===== src/rtl/divider_pkg.sv =====
// Shared types and constants for the restoring divider.
package divider_pkg;

    typedef enum logic [1:0] {
        IDLE = 2'b00,
        RUN  = 2'b01,
        DONE = 2'b10
    } div_state_t;

    localparam int unsigned DEFAULT_WIDTH = 4;
    localparam int unsigned CNT_WIDTH     = $clog2(DEFAULT_WIDTH);

    // Step counter width for a given operand width (at least one bit).
    function automatic int unsigned cnt_width(input int unsigned w);
        return (w <= 2) ? 1 : $clog2(w);
    endfunction

endpackage


===== src/rtl/addsub_stage_module.sv =====
// Combinational ripple add/subtract stage: sum = a + (b ^ {s}) + s.
module addsub_stage_module #(
    parameter int unsigned width = 5
) (
    input  logic [width-1:0] a,
    input  logic [width-1:0] b,
    input  logic             s,
    output logic [width-1:0] sum,
    output logic             cout
);

    // Bit-serial ripple chain; s both inverts b and supplies the carry-in.
    always_comb begin
        logic carry;
        logic bx;
        sum   = '0;
        carry = s;
        for (int unsigned i = 0; i < width; i++) begin
            bx     = b[i] ^ s;
            sum[i] = a[i] ^ bx ^ carry;
            carry  = (a[i] & bx) | (carry & (a[i] ^ bx));
        end
        cout = carry;
    end

endmodule


===== src/rtl/restoring_divider_module.sv =====
// Sequential unsigned restoring divider: one trial subtraction per cycle.
module restoring_divider_module
    import divider_pkg::*;
#(
    parameter int unsigned width = DEFAULT_WIDTH
) (
    input  logic             clk,
    input  logic             rst_n,
    input  logic             start,
    input  logic [width-1:0] dividend,
    input  logic [width-1:0] divisor,
    output logic             busy,
    output logic             done,
    output logic [width-1:0] quotient,
    output logic [width-1:0] remainder,
    output logic             div_by_zero
);

    localparam int unsigned CW = cnt_width(width);

    div_state_t       state_q, state_d;
    logic [CW-1:0]    cnt_q, cnt_d;
    logic [width-1:0] r_q, r_d;
    logic [width-1:0] q_q, q_d;
    logic [width-1:0] dvs_q, dvs_d;
    logic             busy_q, busy_d;
    logic             done_q, done_d;
    logic [width-1:0] quot_q, quot_d;
    logic [width-1:0] rem_q, rem_d;
    logic             dbz_q, dbz_d;

    logic [width:0]   s_w;
    logic [width:0]   t_w;
    logic             cout_w;
    logic             neg_w;
    logic [width-1:0] r_next;
    logic [width-1:0] q_next;

    // The kept partial remainder is always below the divisor, so its top
    // bit is zero and R is stored in width bits.
    assign s_w = {r_q, q_q[width-1]};

    addsub_stage_module #(
        .width (width + 1)
    ) u_addsub (
        .a    (s_w),
        .b    ({1'b0, dvs_q}),
        .s    (1'b1),
        .sum  (t_w),
        .cout (cout_w)
    );

    // Sign bit and borrow agree here because S < 2*divisor.
    assign neg_w  = t_w[width] & ~cout_w;
    assign r_next = neg_w ? s_w[width-1:0] : t_w[width-1:0];
    assign q_next = {q_q[width-2:0], ~neg_w};

    // Next-state, datapath and registered-output decode.
    always_comb begin
        state_d = state_q;
        cnt_d   = cnt_q;
        r_d     = r_q;
        q_d     = q_q;
        dvs_d   = dvs_q;
        busy_d  = 1'b0;
        done_d  = 1'b0;
        quot_d  = quot_q;
        rem_d   = rem_q;
        dbz_d   = dbz_q;
        unique case (state_q)
            IDLE: begin
                if (start) begin
                    dvs_d = divisor;
                    r_d   = '0;
                    q_d   = dividend;
                    cnt_d = '0;
                    if (divisor == '0) begin
                        quot_d  = '1;
                        rem_d   = dividend;
                        dbz_d   = 1'b1;
                        done_d  = 1'b1;
                        state_d = DONE;
                    end else begin
                        dbz_d   = 1'b0;
                        busy_d  = 1'b1;
                        state_d = RUN;
                    end
                end
            end
            RUN: begin
                r_d   = r_next;
                q_d   = q_next;
                cnt_d = cnt_q + 1'b1;
                if (cnt_q == CW'(width - 1)) begin
                    quot_d  = q_next;
                    rem_d   = r_next;
                    done_d  = 1'b1;
                    state_d = DONE;
                end else begin
                    busy_d = 1'b1;
                end
            end
            DONE: begin
                state_d = IDLE;
            end
            default: begin
                state_d = IDLE;
            end
        endcase
    end

    // State and datapath registers.
    always_ff @(posedge clk or negedge rst_n) begin
        if (!rst_n) begin
            state_q <= IDLE;
            cnt_q   <= '0;
            r_q     <= '0;
            q_q     <= '0;
            dvs_q   <= '0;
            busy_q  <= 1'b0;
            done_q  <= 1'b0;
            quot_q  <= '0;
            rem_q   <= '0;
            dbz_q   <= 1'b0;
        end else begin
            state_q <= state_d;
            cnt_q   <= cnt_d;
            r_q     <= r_d;
            q_q     <= q_d;
            dvs_q   <= dvs_d;
            busy_q  <= busy_d;
            done_q  <= done_d;
            quot_q  <= quot_d;
            rem_q   <= rem_d;
            dbz_q   <= dbz_d;
        end
    end

    assign busy        = busy_q;
    assign done        = done_q;
    assign quotient    = quot_q;
    assign remainder   = rem_q;
    assign div_by_zero = dbz_q;

endmodule


===== config.mk =====
export PLATFORM = sky130hd
export DESIGN_NAME = restoring_divider_module
export DESIGN_NICKNAME = d
export VERILOG_FILES = /design/src/rtl/divider_pkg.sv /design/src/rtl/addsub_stage_module.sv /design/src/rtl/restoring_divider_module.sv
export SDC_FILE = /design/constraint.sdc
export NUM_CORES = 1
export LEC_CHECK = 0
export BUFFER_PORTS_ARGS = -buffer_cell sky130_fd_sc_hd__buf_2
export CAP_MARGIN = 20
export CORE_MARGIN = 5
export CORE_UTILIZATION = 35
export DETAILED_ROUTE_END_ITERATION = 10
export HOLD_SLACK_MARGIN = 0.02
export PLACE_DENSITY = 0.54
export SETUP_SLACK_MARGIN = 0.4
export SKIP_CTS_REPAIR_TIMING = 1
export SKIP_LAST_GASP = 1
export SYNTH_ARGS = -nofsm -noshare
export SYNTH_HDL_FRONTEND = slang
export SYNTH_SLANG_ARGS = --single-unit

===== constraint.sdc =====
create_clock -name clk -period 6.6 [get_ports clk]
set_input_delay 0.66 -clock clk [delete_from_list [all_inputs] [get_ports clk]]
set_output_delay 0.66 -clock clk [all_outputs]
set_load 0.02 [all_outputs]

==> impl_metrics.yaml <==
status:
  status: "completed"
synth:
  ys_seq_elements: 27
  synthMuxAreaShare_pct: 6.421
  synth_compound_area_share_pct: 12.37
  synthCells: 121
  synth_edf_count: 0
  synthTopCellsByArea: "dfrtp_1 (51%), nand2_1 (7.4%), fa_1 (4.5%)"
  synth_common_cells: "dfrtp_1 (27), nand2_1 (26), nor2_1 (9)"
  syn_area_um2: 1325
  yosysTopAreaCellShare_pct: 50.99
  synth_fa_ha_area_share_pct: 6.421
  synthSimpleGateAreaFrac_pct: 19.45
  yosysMostFrequentCell: "dfrtp_1"
  ys_types: 29
  synth_warnings: 0
  synth_top_family_by_area: "simple AND/OR/NAND/NOR gates"
  yosysSeqAreaShare_pct: 50.99
  ys_async_sr_fraction_pct: 100.0
  syn_avg_cell_area_um2: 10.95
  synth_xor_area_share_pct: 0
  synth_top_area_cell: "dfrtp_1"
  synthFlopType: "dfrtp_1"
  synth.net_count: 137
critical_path:
  cp-start-kind: "flip-flop"
  worstPathArrival_ns: 2.82
  r2r_end: "remainder[2]"
  cp-end-kind: "flip-flop"
  cp_data_required_time_ns: 6.76
  r2r-start: "q_q[3]"
  r2r_cells: 11
  worst-path-max-fanout: 6
  r2r_setup_slack_ns: 3.94
  crit_type: "flip-flop to flip-flop"
clock_network:
  h-tree-depth: 1
  cts_root_buf: "clkbuf_8"
  cts_buffer_depth: 2
  numCtsBuffers: 3
  clock_latency_ns: 0.27
  cts_tree: "yes"
  clkTransAtPathRegs_ns: 0.09
  clock_sinks: 27
timing:
  hold_viol_final: 0
  setup_viol: 0
  layout_min_cycle_time_ns: 2.655
  fin_setup_tns_ns: 0
  timing.final.max_slew_violations: 0
  fin_skew_ns: 0.002573
  fin_ws_ns: 3.945
  fin_crit_sh_pct: 40.23
  max_slew_margin_pct: 34.31
  rsz0062_at_grt: "false"
  worst_slew_pin_slew_ns: 0.9833
  fmax_mhz: 376.6
floorplanning:
  core_um2: 3661
  start_util_pct: 36.19
  row_count: 22
  io_pins: 22
  die_w_um: 71.53
  die_h_um: 71.53
  die_area_um2: 5117
layout:
  fin_util_pct: 41.08
  fin_nets: 159
  syn_to_final_growth_pct: 13.50
  layout-drive-gt1-share_pct: 23.24
  seq_area_um2: 675.6
  final_cell_count_no_fill: 190
  diodes: 0
  multi_input_area_um2: 591.8
  design_area_um2: 1504
  nFillCells: 371
power_and_ir_drop:
  power_switching_share_pct: 41.77
  power_density_nw_per_um2: 522.5
  internal-power_uw: 457.6
  power_switching_uw: 328.3
  clockPowerShare_pct: 11.8
  seq_power_share_pct: 37.3
  combPwrFrac_pct: 51.0
  peakVddDrop_mv: 0.1537
  power.leakage_nw: 0.7486
routing:
  drc: 0
  totalWireLength_mm: 2.475
  vias: 887
  first_pass_iters: 3
  via_per_inst: 4.668
  ant_nets: 0
  first_iter_violations: 29
  wl_per_cell_um: 13.03
global_route:
  grt_pass1_wl_mm: 4.167
  gr-total-overflow: 0
  grt_usage_pct: 10.46
  grt_pass1_vias: 909
  grt_max_degree: 28
  antenna_found_initial: 0
placed_design:
  dpl_cell_area_um2: 1459
  globalplace.congestion: 0.8012
  place_inst: 186
  port_buffers: 21
  post-place-ws_ns: 3.962
  dp_hpwl_mm: 1.934
hold_path:
  worst_hold_path_type: "primary input to async pin"
flow_run:
  maxCapViolCount: 0
==> kinds of logic after synthesis <==
| family | after synthesis |
|---|---|
| buf+inv | 11 |
| simple gates | 46 |
| mux | 7 |
| flops | 27 |
| compound gates | 25 |
| fa+ha+maj | 5 |
==> registers in the layout, indices dropped and copies added, names as in the netlist <==
name,cells
dvs_q,4
q_q,4
quotient,4
r_q,4
remainder,4
cnt_q,2
state_q,2
busy,1
div_by_zero,1
done,1
==> layout make-up <==
type                       instances  area share (%)
clock buffer                       4           2.995
inverter                           7           1.747
multi-input combinational         83           39.35
sequential                        27           44.93
tap                               48           3.993
timing repair buffer              21           6.988
==> metal layers <==
metal  wire length, µm  vias to the layer above  GRT usage (%)
met5                 0                        -              0
met3               116                        4          1.964
met1              1091                      425          13.78
li1                  -                      444              -
met4                41                        0          4.384
met2              1225                       14          16.84
==> power groups by stage <==
stage	combinational (mW)	clock [mW]	sequential, mW
global placement	0.393	0	0.295
finish	0.400	0.0927	0.293
CTS	0.409	0.0964	0.294
detailed placement	0.408	0	0.297
floorplan	0.297	0	0.324
global route	0.453	0.101	0.305
==> through the flow <==
step | total power [mW] | hold slack, ns
after floorplan | 0.6215 | 0.3644
after global placement | 0.6875 | 0.4628
after detailed placement | 0.7057 | 0.4697
after CTS | 0.7988 | 0.4084
after global routing | 0.8591 | 0.4509
final | 0.7859 | 0.3820
==> layout by cell type (no fill, tap or decap), drive strengths merged, types with 2 or more instances in the layout <==
cell type   n
nand2      29
dfrtp      27
buf        21
nor2        9
a21oi       8
inv         7
o21ai       5
mux2i       4
a21o        4
clkbuf      4
mux2        3
fa          3
nor3b       3
nand2b      2
o22ai       2
a22o        2
ha          2
==> worst max path at each step <==
stage	startpoint	to	cells past startpoint
global placement	q_q[3]	remainder[2]	11
global route	q_q[3]	remainder[2]	11
CTS	q_q[3]	remainder[2]	11
detailed placement	q_q[3]	remainder[2]	11
floorplan	q_q[3]	remainder[2]	12
finish	q_q[3]	remainder[2]	11
==> worst max-delay path: stages, from the launching register on <==
cell and delay, ns:
dfrtp_1 0.38, inv_1 0.05, ha_1 0.20, fa_1 0.35, inv_1 0.08, fa_1 0.17, inv_1 0.05, fa_1 0.41
nand2b_1 0.26, mux2i_1 0.27, o21ai_1 0.08, mux2_4 0.26
Note: power is estimated with default switching activity, not from simulation.
